`src/rtl/operand_entry_seq.sv`:
```
`default_nettype none
// ============================================================================
// Module      : operand_entry_seq
// Description : Operand-capture front end for the 4-bit adder / 7-segment
//               display stage. Synchronises the slider switches and two
//               active-low pushbuttons and debounces the buttons. A small
//               sequencer then captures operand A, operand B and carry-in,
//               one "next" press at a time. The "clear" button returns the
//               sequencer to A and zeroes all captured operands.
//
// Ports       : clk_i         - system clock (50 MHz)
//               rst_n_i       - asynchronous active-low reset
//               sw_i[3:0]     - raw slider switches (asynchronous)
//               key_next_n_i  - raw next/capture button, active-low, bouncy
//               key_clr_n_i   - raw clear button, active-low, bouncy
//               a_o[3:0]      - operand A to adder stage
//               b_o[3:0]      - operand B to adder stage
//               cin_o         - carry-in to adder stage
//               stage_o[1:0]  - sequencer state (A=00 B=01 CIN=10 SHOW=11)
//               valid_o       - high while in SHOW (all operands captured)
//
// Parameters  : DB_CYCLES     - cycles a synchronised key level must differ
//                               from the debounced level before it is
//                               accepted (>= 2)
//
// Build option: OPERAND_LIVE_PREVIEW_EN - when defined, the operand being
//               entered follows the synchronised switches live (through one
//               extra output flop) while the sequencer waits in its state.
//
// Revision    : 1.0 - initial release
// ============================================================================
module operand_entry_seq #(
  parameter int DB_CYCLES = 500000
) (
  input  logic       clk_i,
  input  logic       rst_n_i,
  input  logic [3:0] sw_i,
  input  logic       key_next_n_i,
  input  logic       key_clr_n_i,
  output logic [3:0] a_o,
  output logic [3:0] b_o,
  output logic       cin_o,
  output logic [1:0] stage_o,
  output logic       valid_o
);

  localparam int                 c_cnt_w    = (DB_CYCLES > 2) ? $clog2(DB_CYCLES) : 1;
  localparam logic [c_cnt_w-1:0] c_cnt_max  = c_cnt_w'(DB_CYCLES - 1);
  localparam int                 c_num_keys = 2;
  localparam int                 c_key_next = 0;
  localparam int                 c_key_clr  = 1;

  typedef enum logic [1:0] {
    ST_A    = 2'b00,
    ST_B    = 2'b01,
    ST_CIN  = 2'b10,
    ST_SHOW = 2'b11
  } state_t;

  // --------------------------------------------------------------------------
  // Switch synchroniser: the whole nibble moves through the same two flops so
  // the four bits are always sampled together.
  // --------------------------------------------------------------------------
  logic [3:0] r_sw_s1;
  logic [3:0] r_sw_s2;

  always_ff @(posedge clk_i or negedge rst_n_i) begin
    if (!rst_n_i) begin
      r_sw_s1 <= 4'h0;
      r_sw_s2 <= 4'h0;
    end else begin
      r_sw_s1 <= sw_i;
      r_sw_s2 <= r_sw_s1;
    end
  end

  // --------------------------------------------------------------------------
  // Per-key synchroniser, debouncer and press detector.
  // --------------------------------------------------------------------------
  logic [c_num_keys-1:0] w_key_raw;
  logic [c_num_keys-1:0] w_press;

  assign w_key_raw[c_key_next] = key_next_n_i;
  assign w_key_raw[c_key_clr]  = key_clr_n_i;

  for (genvar gi = 0; gi < c_num_keys; gi++) begin : g_key
    logic               r_s1;
    logic               r_s2;
    logic               r_db;
    logic               r_db_prev;
    logic               r_pulse;
    logic [c_cnt_w-1:0] r_cnt;

    // Synchroniser and debounced level reset to "released" so a key already
    // held at reset release is seen as a fresh press once it is debounced.
    always_ff @(posedge clk_i or negedge rst_n_i) begin
      if (!rst_n_i) begin
        r_s1      <= 1'b1;
        r_s2      <= 1'b1;
        r_db      <= 1'b1;
        r_db_prev <= 1'b1;
        r_pulse   <= 1'b0;
        r_cnt     <= '0;
      end else begin
        r_s1 <= w_key_raw[gi];
        r_s2 <= r_s1;

        // Any cycle where the input agrees with the debounced level restarts
        // the count, so bounces shorter than DB_CYCLES are discarded.
        if (r_s2 == r_db) begin
          r_cnt <= '0;
        end else if (r_cnt == c_cnt_max) begin
          r_db  <= r_s2;
          r_cnt <= '0;
        end else begin
          r_cnt <= r_cnt + c_cnt_w'(1);
        end

        // One-cycle pulse on the debounced 1->0 edge only; releases and
        // continued holding produce nothing.
        r_db_prev <= r_db;
        r_pulse   <= r_db_prev & ~r_db;
      end
    end

    assign w_press[gi] = r_pulse;
  end

  logic w_next_pulse;
  logic w_clr_pulse;

  assign w_next_pulse = w_press[c_key_next];
  assign w_clr_pulse  = w_press[c_key_clr];

  // --------------------------------------------------------------------------
  // Sequencer
  // --------------------------------------------------------------------------
  state_t     r_state;
  state_t     w_state_nx;
  logic [3:0] r_a_q;
  logic [3:0] r_b_q;
  logic       r_cin_q;
  logic [3:0] w_a_nx;
  logic [3:0] w_b_nx;
  logic       w_cin_nx;
  logic       r_valid;

  always_ff @(posedge clk_i or negedge rst_n_i) begin
    if (!rst_n_i) begin
      r_state <= ST_A;
      r_a_q   <= 4'h0;
      r_b_q   <= 4'h0;
      r_cin_q <= 1'b0;
      r_valid <= 1'b0;
    end else begin
      r_state <= w_state_nx;
      r_a_q   <= w_a_nx;
      r_b_q   <= w_b_nx;
      r_cin_q <= w_cin_nx;
      r_valid <= (w_state_nx == ST_SHOW);
    end
  end

  always_comb begin
    w_state_nx = r_state;
    w_a_nx     = r_a_q;
    w_b_nx     = r_b_q;
    w_cin_nx   = r_cin_q;

    // Clear takes priority over a coincident next press: nothing is captured.
    if (w_clr_pulse) begin
      w_state_nx = ST_A;
      w_a_nx     = 4'h0;
      w_b_nx     = 4'h0;
      w_cin_nx   = 1'b0;
    end else if (w_next_pulse) begin
      case (r_state)
        ST_A: begin
          w_a_nx     = r_sw_s2;
          w_state_nx = ST_B;
        end
        ST_B: begin
          w_b_nx     = r_sw_s2;
          w_state_nx = ST_CIN;
        end
        ST_CIN: begin
          w_cin_nx   = r_sw_s2[0];
          w_state_nx = ST_SHOW;
        end
        default: begin
          // SHOW: wrap round; captured operands stay until overwritten.
          w_state_nx = ST_A;
        end
      endcase
    end
  end

  assign stage_o = r_state;
  assign valid_o = r_valid;

  // --------------------------------------------------------------------------
  // Operand outputs
  // --------------------------------------------------------------------------
`ifdef OPERAND_LIVE_PREVIEW_EN
  // The preview flop is loaded from next-state values so captured operands
  // appear on the same edge as in the plain build; only the operand being
  // entered tracks the synchronised switches.
  logic [3:0] r_a_o;
  logic [3:0] r_b_o;
  logic       r_cin_o;

  always_ff @(posedge clk_i or negedge rst_n_i) begin
    if (!rst_n_i) begin
      r_a_o   <= 4'h0;
      r_b_o   <= 4'h0;
      r_cin_o <= 1'b0;
    end else begin
      r_a_o   <= (w_state_nx == ST_A)   ? r_sw_s2    : w_a_nx;
      r_b_o   <= (w_state_nx == ST_B)   ? r_sw_s2    : w_b_nx;
      r_cin_o <= (w_state_nx == ST_CIN) ? r_sw_s2[0] : w_cin_nx;
    end
  end

  assign a_o   = r_a_o;
  assign b_o   = r_b_o;
  assign cin_o = r_cin_o;
`else
  assign a_o   = r_a_q;
  assign b_o   = r_b_q;
  assign cin_o = r_cin_q;
`endif

endmodule
`default_nettype wire
```
`config.mk`:
```
export PLATFORM = sky130hd
export DESIGN_NAME = operand_entry_seq
export DESIGN_NICKNAME = d
export VERILOG_FILES = /design/src/rtl/operand_entry_seq.sv
export SDC_FILE = /design/constraint.sdc
export NUM_CORES = 1
export LEC_CHECK = 0
export CORE_MARGIN = 2
export CORE_UTILIZATION = 35
export DETAILED_ROUTE_END_ITERATION = 12
export GPL_ROUTABILITY_DRIVEN = 0
export PLACE_DENSITY_LB_ADDON = 0.3
export SYNTH_ARGS = -nofsm -noshare
export SYNTH_HDL_FRONTEND = slang
export SYNTH_SLANG_ARGS = --single-unit
```
`constraint.sdc`:
```
create_clock -name clk_i -period 2.65 [get_ports clk_i]
set_clock_uncertainty 0.05 [all_clocks]
set_input_delay 0.53 -clock clk_i [delete_from_list [all_inputs] [get_ports clk_i]]
set_output_delay 0.53 -clock clk_i [all_outputs]
set_load 0.01 [all_outputs]
```
**Yosys cells after proc, flatten, opt, wreduce, memory -nomap -nowiden**

Cells that the tools add are included.
W data, S select, Z words.

- Flip-flop bits (word level): 68
- Output and inout bits: 12

- Bitwise operators: 6
- Reduce and logical (&&, ||, !) cells: 10
- $add $sub $neg: 2
- Mux-type cells: 16
- Equal/unequal tests: 7

Operators by type and width:

| operator | count |
|---|---|
| $mux W19 | 4 |
| $add A19 B1 Y19 const B | 2 |
| $eq A19 B19 Y1 const B | 2 |
| $mux W4 | 6 |
| $reduce_and A2 Y1 | 5 |
| $reduce_bool A2 Y1 | 4 |
| $pmux W2 S3 | 1 |
| $eq A2 B2 Y1 const B | 2 |
| $mux W2 | 2 |
| $not A1 Y1 | 4 |
| $mux W1 | 3 |
| $and A1 B1 Y1 | 2 |
| $eq A1 B1 Y1 | 2 |
| $eq A2 B1 Y1 const B | 1 |
| $logic_not A2 Y1 | 1 |

**Logic depth before layout (Yosys ltp)**

Gate-level depths: netlist (run 1).

- Word-level depth: 5
- Gate-level depth with buffers: 7
- Depth with buffers taken out: 6

**Least setup slack after synthesis (run 1)**

No wires, ideal clock.

- Path kind: register -> register
- From: reg g_key[0].r_cnt[12]
- To: reg g_key[0].r_cnt[10]
- Required time: 2.481 ns
- Data arrival time: 1.840 ns
- Library setup time: 0.119 ns
- Stages on the path, launching flop included: 6
- Setup slack: 0.641 ns
- Cells stage by stage: dfrtp_1 > or4_1 > or4_4 > o21bai_4 > buf_6 > nor2_1

- Cells in the longest elaborated chain, start to end: 3

Ends and longest elaborated chain:

| item | line | RTL |
|---|---|---|
| start: declaration | 92 | `logic [c_cnt_w-1:0] r_cnt;` |
| start signal: assignment | 116 | `r_cnt <= r_cnt + c_cnt_w'(1);` |
| $eq A19 B19 Y1 | 112 | `end else if (r_cnt == c_cnt_max) begin` |
| $mux W19 | 112 |  |
| $mux W19 | 110 | `if (r_s2 == r_db) begin` |

Every way passes these cells.
A chain may end at the register's enable or synchronous reset.

**Worst setup path in the final report (run 1)**

- From: reg g_key[0].r_cnt[12]
- To: reg g_key[0].r_cnt[11]

Same word-level chain as after synthesis.

==> impl_metrics.tcl, run 1 <==
set metrics [dict create \
    outcome "finished clean" \
    pin_count 20 \
    drc_errors 0 \
    drv_cap 0 \
    crit_start "g_key[0].r_cnt[12]" \
    cts_inserted_buffers 9 \
    max_slew_margin_pct 55.8 \
    fin_crit_sh_pct 81.9 \
    grt_pass1_wl_microns 9160 \
    fillCellCount 784 \
    ys_ff_latch 68 \
    hp-class "primary input to async pin" \
    insertion_delay_ns 0.34 \
    cts.sinks 68 \
    p_int_w 0.00163 \
    final_layout_size_suffix_gt1_share_pct 11.3 \
    nets 309 \
    track_usage_pct 13.2 \
    grt_max_degree 42 \
    dr.pass1.iters 4 \
    fmaxAchievable_mhz 461 \
    cp.arrival_ns 2.33 \
    max-vdd-ir-drop_v 0.000271 \
    drt_iter0_drc 46 \
    path_clk_slew_ns 0.07 \
    finalCriticalPeriod_ns 2.17 \
    clock_power_share_pct 45.0 \
    die_h_microns 95.2 \
    hold_viol_final 0 \
    clockBufferDepth 2 \
    sw_frac_of_total_pct 20.4 \
    crit_chain "or4_1 -> or4_4 -> o21bai_4 -> nor2_1" \
    synthArstFlopShare_pct 100 \
    grt_pass1_vias 1979 \
    h-tree-depth 3 \
    die_w_microns 95.2 \
    slew_viol_final 0 \
    regArea_sq_um 1710 \
    ys_types 35 \
    r2r_end "g_key[0].r_cnt[11]" \
    p_comb_share_pct 2.8 \
    yosysSeqAreaShare_pct 58.8 \
    multi_input_area_sq_um 1130 \
    ys_warn_count 0 \
    rsz0062_at_grt "no" \
    syn_area_per_cell_sq_um 10.8 \
    synthCells 269 \
    setup_tns_ns 0 \
    crit_buf_inv 0 \
    cts.repair.resized 0 \
    r2r-start "g_key[0].r_cnt[12]" \
    postCtsSetupBuffers 0 \
    p_per_area_nw_per_um2 595 \
    path_delay_family "simple AND/OR/NAND/NOR gates" \
    antenna_found_initial 0 \
    worst-path-max-fanout 17 \
    ctsHoldBuffers 0 \
    syn2layout_area_growth_pct 18.5 \
    rows 33 \
    startpoint_type "flip-flop" \
    diodes 0 \
    synth_fp_nets 282 \
    power.share.sequential_pct 52.1 \
    cts_tree "done" \
    p_sw_w 0.000418 \
    cp_slowest_cell "or4_1" \
    cp-end-kind "flip-flop" \
    ant_nets 0 \
    setup_viol 0 \
    initial_core_util_pct 35.8 \
    criticalPathCategory "flip-flop to flip-flop" \
    clock-root-buffer "clkbuf_8" \
    synth_ff_type "dfrtp_1" \
    required_ns 2.80 \
    total_leakage_power_nw 1.40 \
    syn_area_sq_um 2910 \
    worst_pin_slew_ns 0.663 \
    viasPerCell 4.82 \
    vias 1958 \
    reg2regPathDepth 4 \
    hpwl_microns 3410 \
    coreArea_sq_um 8130 \
    wl_per_cell_microns 12.3 \
    synth_edf_count 0 \
    die_area_sq_um 9060 \
    grt_overflow 0 \
    rrSetupSlack_ns 0.48 \
    wl_microns 4990 \
    slowest_delay_ns 0.53 \
    fin_util_pct 42.4 \
    place.port_buffers 19 \
]
[logic make-up (layout without fill, tap and decap cells)]
family / Yosys count / count (layout) / synth area share, %
muxes: 3 / 3 / 1.12
xor gates and xnor gates: 29 / 29 / 8.72
buffers and inverters: 16 / 48 / 2.36
adders and majority gates: 5 / 5 / 2.15
DFF: 68 / 68 / 58.8
and+or+nand+nor: 122 / 122 / 21.3
AOI/OAI and AO/OA: 26 / 26 / 5.59
[per-stage QoR]
step                      power [W]  cell area, sq um  std cells  hold WS (ns)  setup WS, ns
after floorplan             0.00111              2910        269         0.184         0.641
after detailed placement    0.00115              3230        390         0.286         0.484
final                       0.00205              3450        406         0.162         0.480
after CTS                   0.00208              3450        406         0.177         0.458
after global placement      0.00115              3230        390         0.284         0.517
after global routing        0.00214              3450        406         0.192         0.333
[per-layer routing]
metal | up-vias | wire length, microns | share of wire [%] | GRT usage (%)
met5 | - | 0 | 0 | 0
met1 | 943 | 2410 | 48 | 16.9
met4 | 0 | 99 | 2.0 | 6.16
li1 | 981 | - | - | -
met3 | 8 | 195 | 3.9 | 4.74
met2 | 26 | 2280 | 46 | 19.9
[worst reg2reg max path, cell delays in order (launching register included)]
cell and delay [ns]:
dfrtp_1 0.44, or4_1 0.53, or4_4 0.51, o21bai_4 0.40
nor2_1 0.10
[worst max-delay path by stage]
stage	slack (ns)	depth (start not counted)	endpoint
6_report	0.48	4	g_key[0].r_cnt[11]
4_1_cts	0.46	4	g_key[0].r_cnt[0]
2_1_floorplan	0.64	5	g_key[0].r_cnt[10]
3_3_place_gp	0.52	4	g_key[0].r_cnt[16]
3_5_place_dp	0.48	4	g_key[0].r_cnt[0]
5_1_grt	0.33	4	g_key[0].r_cnt[15]
[registers in the layout, indices dropped and copies added, names as in the netlist]
name and count:
g_key.r_s2 2, r_sw_s2 4, r_sw_s1 4, b_o 4, g_key.r_pulse 2, valid_o 1, g_key.r_s1 2, g_key.r_cnt 38
a_o 4, cin_o 1, g_key.r_db 2, g_key.r_db_prev 2, stage_o 2
[Yosys cell counts, types with 2 or more instances]
library cell | instances | area share (%)
nand2_1 | 22 | 2.8
a21oi_1 | 16 | 2.8
nor3_1 | 5 | 0.86
nor2b_1 | 2 | 0.43
o31ai_1 | 3 | 0.77
clkbuf_1 | 4 | 0.52
xor2_1 | 15 | 4.5
xnor2_1 | 14 | 4.2
dfrtp_1 | 60 | 52
or3_1 | 2 | 0.43
nor4_1 | 5 | 1.1
dfstp_2 | 8 | 7.2
nand3_1 | 20 | 3.4
a31o_2 | 2 | 0.60
mux2_2 | 2 | 0.77
nor2_1 | 37 | 4.8
and2_1 | 2 | 0.43
o21ai_0 | 3 | 0.52
nand4_1 | 12 | 2.6
inv_1 | 10 | 1.3
and4_1 | 4 | 1.2
or4_1 | 4 | 1.0
ha_1 | 5 | 2.1
[layout make-up]
type / instances / share of cell area, %
tap: 105 / 3.81
clock buffer: 12 / 4.21
timing repair buffer: 22 / 6.38
multi-input combinational: 185 / 32.8
clock inverter: 4 / 2.10
sequential: 68 / 49.6
inverter: 10 / 1.09
[power groups by stage]
| stage | registers [W] | logic (W) | clock network [W] |
|---|---|---|---|
| after floorplan | 0.00109 | 0.0000227 | 0 |
| after global placement | 0.00109 | 0.0000602 | 0 |
| after detailed placement | 0.00109 | 0.0000609 | 0 |
| after global routing | 0.00107 | 0.0000682 | 0.00100 |
| after CTS | 0.00107 | 0.0000612 | 0.000953 |
| final | 0.00107 | 0.0000583 | 0.000924 |
[placed cells by master (no fill, tap or decap), types with 3 or more instances in the layout]
cell type | Yosys | routed
a21oi_1 | 16 | 16
and4_1 | 4 | 4
clkbuf_8 | 0 | 10
clkdlybuf4s50_1 | 0 | 18
dfrtp_1 | 60 | 60
dfstp_2 | 8 | 8
ha_1 | 5 | 5
inv_1 | 10 | 10
nand2_1 | 22 | 22
nand3_1 | 20 | 20
nand4_1 | 12 | 12
nor2_1 | 37 | 37
nor3_1 | 5 | 5
nor4_1 | 5 | 5
o21ai_0 | 3 | 3
o31ai_1 | 3 | 3
or4_1 | 4 | 4
xnor2_1 | 14 | 14
xor2_1 | 15 | 15
(Power assumes the default switching activity.)
==> run 2: changes to the inputs <==
Clock period 2.65 ns to 1.9 ns, I/O delays scaled along.
==> run 2 against run 1 <==
Maximum frequency is 14% higher; sequential power is 39% higher; register-to-register slack worse by 0.48 ns; final area grew 4.1%; first-iteration DRC count increased by 100%; routed wire length increased by 5.7%; worst hold slack improved by 0.13 ns; non-clock buffer count up 17; clock power rose by 34%; final cell count up 4.2%; via count increased by 7.5%; sequential cell count is the same; critical path type unchanged.
==> impl_metrics.tcl, run 2 (synthesized netlist as in run 1, its figures left out) <==
set metrics [dict create \
    layout_common_cells "60 x dfrtp_1, 36 x nor2_1, 22 x nand2_1" \
    grt_pass1_vias 2055 \
    insertion_delay_ns 0.35 \
    postCtsSetupBuffers 0 \
    place.port_buffers 19 \
    cp.arrival_ns 2.08 \
    drc_errors 0 \
    power_w 0.00283 \
    max_slew_margin_pct 71.3 \
    initial_core_util_pct 35.8 \
    path_clk_slew_ns 0.09 \
    cts_tree "done" \
    fin_crit_sh_pct 99.9 \
    clock-root-buffer "clkbuf_8" \
    worst_pin_slew_ns 0.430 \
    wl_microns 5270 \
    hpwl_microns 3580 \
    vias 2105 \
    wl_met2_microns 2610 \
    dr.pass1.iters 4 \
    fillCellCount 775 \
    top_register "g_key.r_cnt" \
    hp-class "flip-flop to flip-flop" \
    antenna_found_initial 0 \
    rsz0062_at_grt "yes" \
    wl_per_cell_microns 12.5 \
    largest_register_ffs 38 \
    grt_max_degree 69 \
    wl_met1_microns 2380 \
    die_h_microns 95.2 \
    viasPerCell 4.98 \
    drv_cap 0 \
    regArea_sq_um 1710 \
    criticalPathCategory "flip-flop to flip-flop" \
    max-vdd-ir-drop_v 0.000400 \
    track_usage_pct 13.7 \
    diodes 0 \
    nets 326 \
    design_area_sq_um 3590 \
    grt_overflow 0 \
    drt_iter0_drc 92 \
    coreArea_sq_um 8130 \
    die_area_sq_um 9060 \
    outcome "finished clean" \
    place_area_sq_um 3370 \
    die_w_microns 95.2 \
    slew_viol_final 0 \
    wl_met3_microns 203 \
    holdWs_ns 0.294 \
    clockBufferDepth 2 \
    setup_ws_ns 0.00159 \
    multi_input_area_sq_um 1140 \
    top_layer_used "met4" \
    cts_inserted_buffers 9 \
    h-tree-depth 3 \
    required_ns 2.09 \
    rows 33 \
    setup_tns_ns 0 \
    pin_count 20 \
    syn2layout_area_growth_pct 23.4 \
    p_per_area_nw_per_um2 787 \
    setup_viol 0 \
    final_common_cell "dfrtp_1" \
    final_layout_size_suffix_gt1_share_pct 17.6 \
    startpoint_type "flip-flop" \
    fmaxAchievable_mhz 527 \
    worst-path-max-fanout 17 \
    hold_viol_final 0 \
    cp-end-kind "flip-flop" \
    cts.sinks 68 \
    ant_nets 0 \
    grt_pass1_wl_microns 9360 \
    pre_cts_ws_ns 0.00631 \
    finalCriticalPeriod_ns 1.90 \
    total_leakage_power_nw 1.48 \
]
## run 2: stage by stage
stage | cells | utilization [%]
2_1_floorplan | 269 | -
3_3_place_gp | 406 | 41.4
3_5_place_dp | 406 | 41.4
4_1_cts | 423 | 44.1
5_1_grt | 423 | 44.2
6_report | 423 | 44.2
## run 2: where the power goes
group	internal, W	switching [W]	total, W
registers	0.00147	0.0000161	0.00149
clock network	0.000628	0.000617	0.00124
logic	0.0000392	0.0000537	0.0000929
total	0.00214	0.000686	0.00283
## run 2: critical path: stages, from the launching register on
cell	delay, ns
dfrtp_1	0.38
or4_1	0.51
or4_4	0.46
o21bai_4	0.17
buf_12	0.16
nor2_1	0.05
## run 2: worst paths after layout
kind | from | end | slack, ns | cells past startpoint
setup / recovery | g_key[0].r_cnt[7] | g_key[0].r_cnt[3] | 0.002 | 5
hold / removal | g_key[0].r_s1 | g_key[0].r_s2 | 0.29 | 0
setup reg to reg | g_key[0].r_cnt[7] | g_key[0].r_cnt[3] | 0.002 | 5
hold reg to reg | g_key[0].r_s1 | g_key[0].r_s2 | 0.29 | 0
max in group asynchronous | rst_n_i | g_key[1].r_s1 | 0.95 | 3
min in group asynchronous | rst_n_i | g_key[0].r_cnt[17] | 0.51 | 3
## run 2: final cells by class
| type | instances | area share (%) |
|---|---|---|
| flip-flops and latches | 68 | 47.6 |
| well taps | 105 | 3.66 |
| clock buffers | 9 | 3.45 |
| clock inverters | 7 | 2.30 |
| inverters | 10 | 1.04 |
| multi-input cells | 185 | 31.8 |
| repair buffers | 39 | 10.1 |
## run 2: per-layer routing
metal	track usage, %	vias to the layer above
li1	-	1021
met1	16.1	1051
met2	22.4	24
met3	5.45	9
met4	5.43	0
met5	0	-
## run 2: timing repair
item                                    4_1_cts  5_1_grt
hold endpoints to repair                     54        0
cloned                                        0        0
endpoints found under the setup margin        1       19
gates resized for setup                       1        2
hold buffers                                  1        0
==> run 3: changes to the inputs <==
Settings changed: CORE_MARGIN 2 to default, RECOVER_POWER from default to 50.
Clock period 1.9 ns to 2.3 ns, I/O delays scaled along.
==> run 3 against run 2 <==
Critical path depth decreased by 1; final area decreased by 4.9%; highest routed layer unchanged; register-to-register slack improved by 0.17 ns; clock power decreased by 24%; sequential share of layout area increased by 2.5 points.
==> impl_metrics.tcl, run 3 (synthesized netlist as in run 1, its figures left out) <==
set metrics [dict create \
    p_per_area_nw_per_um2 654 \
    die_area_sq_um 8690 \
    required_ns 2.45 \
    top_register "g_key.r_cnt" \
    r2r_end "g_key[0].r_cnt[9]" \
    diodes 0 \
    crit_end "g_key[0].r_cnt[9]" \
    startpoint_type "flip-flop" \
    nets 311 \
    wl_met2_microns 2320 \
    setup_viol 0 \
    grt_overflow 0 \
    slew_viol_final 0 \
    pre_cts_ws_ns 0.145 \
    wl_microns 4910 \
    largest_register_ffs 38 \
    hp-class "primary input to async pin" \
    cts.sinks 68 \
    clockBufferDepth 2 \
    instances_no_fill 405 \
    max-vdd-ir-drop_v 0.000328 \
    cp-end-kind "flip-flop" \
    worst-path-max-fanout 17 \
    rows 32 \
    vias 1977 \
    viasPerCell 4.88 \
    crit_buf_inv 0 \
    die_h_microns 93.2 \
    cts_inserted_buffers 9 \
    rsz0062_at_grt "no" \
    path_clk_slew_ns 0.07 \
    postCtsSetupBuffers 0 \
    wl_per_cell_microns 12.1 \
    drc_errors 0 \
    wl_met1_microns 2370 \
    layout_common_cells "60 x dfrtp_1, 37 x nor2_1, 22 x nand2_1" \
    slowest_delay_ns 0.52 \
    top_layer_used "met4" \
    total_leakage_power_nw 1.39 \
    ant_nets 0 \
    wl_met3_microns 169 \
    r2r-start "g_key[0].r_cnt[9]" \
    path_delay_family "simple AND/OR/NAND/NOR gates" \
    power_w 0.00223 \
    grt_max_degree 36 \
    final_common_cell "dfrtp_1" \
    fmaxAchievable_mhz 469 \
    hold_viol_final 0 \
    grt_pass1_vias 1905 \
    cts.repair.resized 0 \
    cp_slowest_cell "or4_1" \
    crit_chain "or4_1 -> or4_4 -> o21bai_4 -> nor2_1" \
    initial_core_util_pct 36.9 \
    dr.pass1.iters 4 \
    cp.arrival_ns 2.28 \
    track_usage_pct 13.2 \
    criticalPathCategory "flip-flop to flip-flop" \
    pin_count 20 \
    place.port_buffers 19 \
    setup_ws_ns 0.169 \
    hpwl_microns 3280 \
    setup_tns_ns 0 \
    final_layout_size_suffix_gt1_share_pct 10.9 \
    grt_pass1_wl_microns 8900 \
    coreArea_sq_um 7890 \
    place_area_sq_um 3240 \
    crit_start "g_key[0].r_cnt[9]" \
    max_slew_margin_pct 35.3 \
    clock-root-buffer "clkbuf_8" \
    fillCellCount 761 \
    outcome "finished clean" \
    cts_tree "done" \
    drt_iter0_drc 133 \
    rrSetupSlack_ns 0.17 \
    dp.cells 389 \
    die_w_microns 93.2 \
    insertion_delay_ns 0.33 \
    syn2layout_area_growth_pct 17.3 \
    cp.depth 4 \
    fin_crit_sh_pct 92.7 \
    regArea_sq_um 1710 \
    antenna_found_initial 0 \
    finalCriticalPeriod_ns 2.13 \
    multi_input_area_sq_um 1130 \
    drv_cap 0 \
    worst_pin_slew_ns 0.971 \
    reg2regPathDepth 4 \
    h-tree-depth 3 \
    ctsHoldBuffers 0 \
    design_area_sq_um 3410 \
]
[run 3: cell type report]
| class | instances | share of cell area, % |
|---|---|---|
| clock buffers | 10 | 3.74 |
| clock inverters | 6 | 1.87 |
| inverters | 10 | 1.10 |
| multi-input cells | 185 | 33.1 |
| flip-flops and latches | 68 | 50.1 |
| well taps | 102 | 3.74 |
| repair buffers | 24 | 6.30 |
[run 3: metrics by stage]
stage                     utilization (%)  hold WS [ns]
final                                43.3         0.205
after global routing                 43.3         0.286
after CTS                            43.5       0.00479
after detailed placement             41.1         0.286
after global placement               41.1         0.281
after floorplan                         -         0.114
[run 3: worst min-delay path by stage]
stage                     slack (ns)       start           endpoint  cells after the start
final                           0.21     rst_n_i  g_key[1].r_cnt[1]                      1
after global routing            0.29     rst_n_i  g_key[1].r_cnt[0]                      1
after CTS                      0.005     rst_n_i  g_key[1].r_cnt[1]                      1
after detailed placement        0.29  r_sw_s1[0]         r_sw_s2[0]                      0
after global placement          0.28  r_sw_s1[0]         r_sw_s2[0]                      0
after floorplan                 0.11     rst_n_i             a_o[0]                      0
[run 3: worst register-to-register path, cell delays in order (launching register included)]
cell and delay, ns:
dfrtp_1 0.43, or4_1 0.52, or4_4 0.51, o21bai_4 0.39, nor2_1 0.10
[run 3: metal layers]
metal | GRT usage [%] | up-vias
li1 | - | 989
met2 | 20.3 | 27
met3 | 5.37 | 6
met1 | 17.1 | 955
met4 | 4.23 | 0
met5 | 0 | -
[run 3: where the power goes]
part	leakage [nW]	total, W	switching [W]	internal [W]
clock network	0.0927	0.000940	0.000440	0.000500
logic	0.395	0.0000617	0.0000415	0.0000202
registers	0.899	0.00123	0.0000139	0.00122
total	1.39	0.00223	0.000495	0.00174
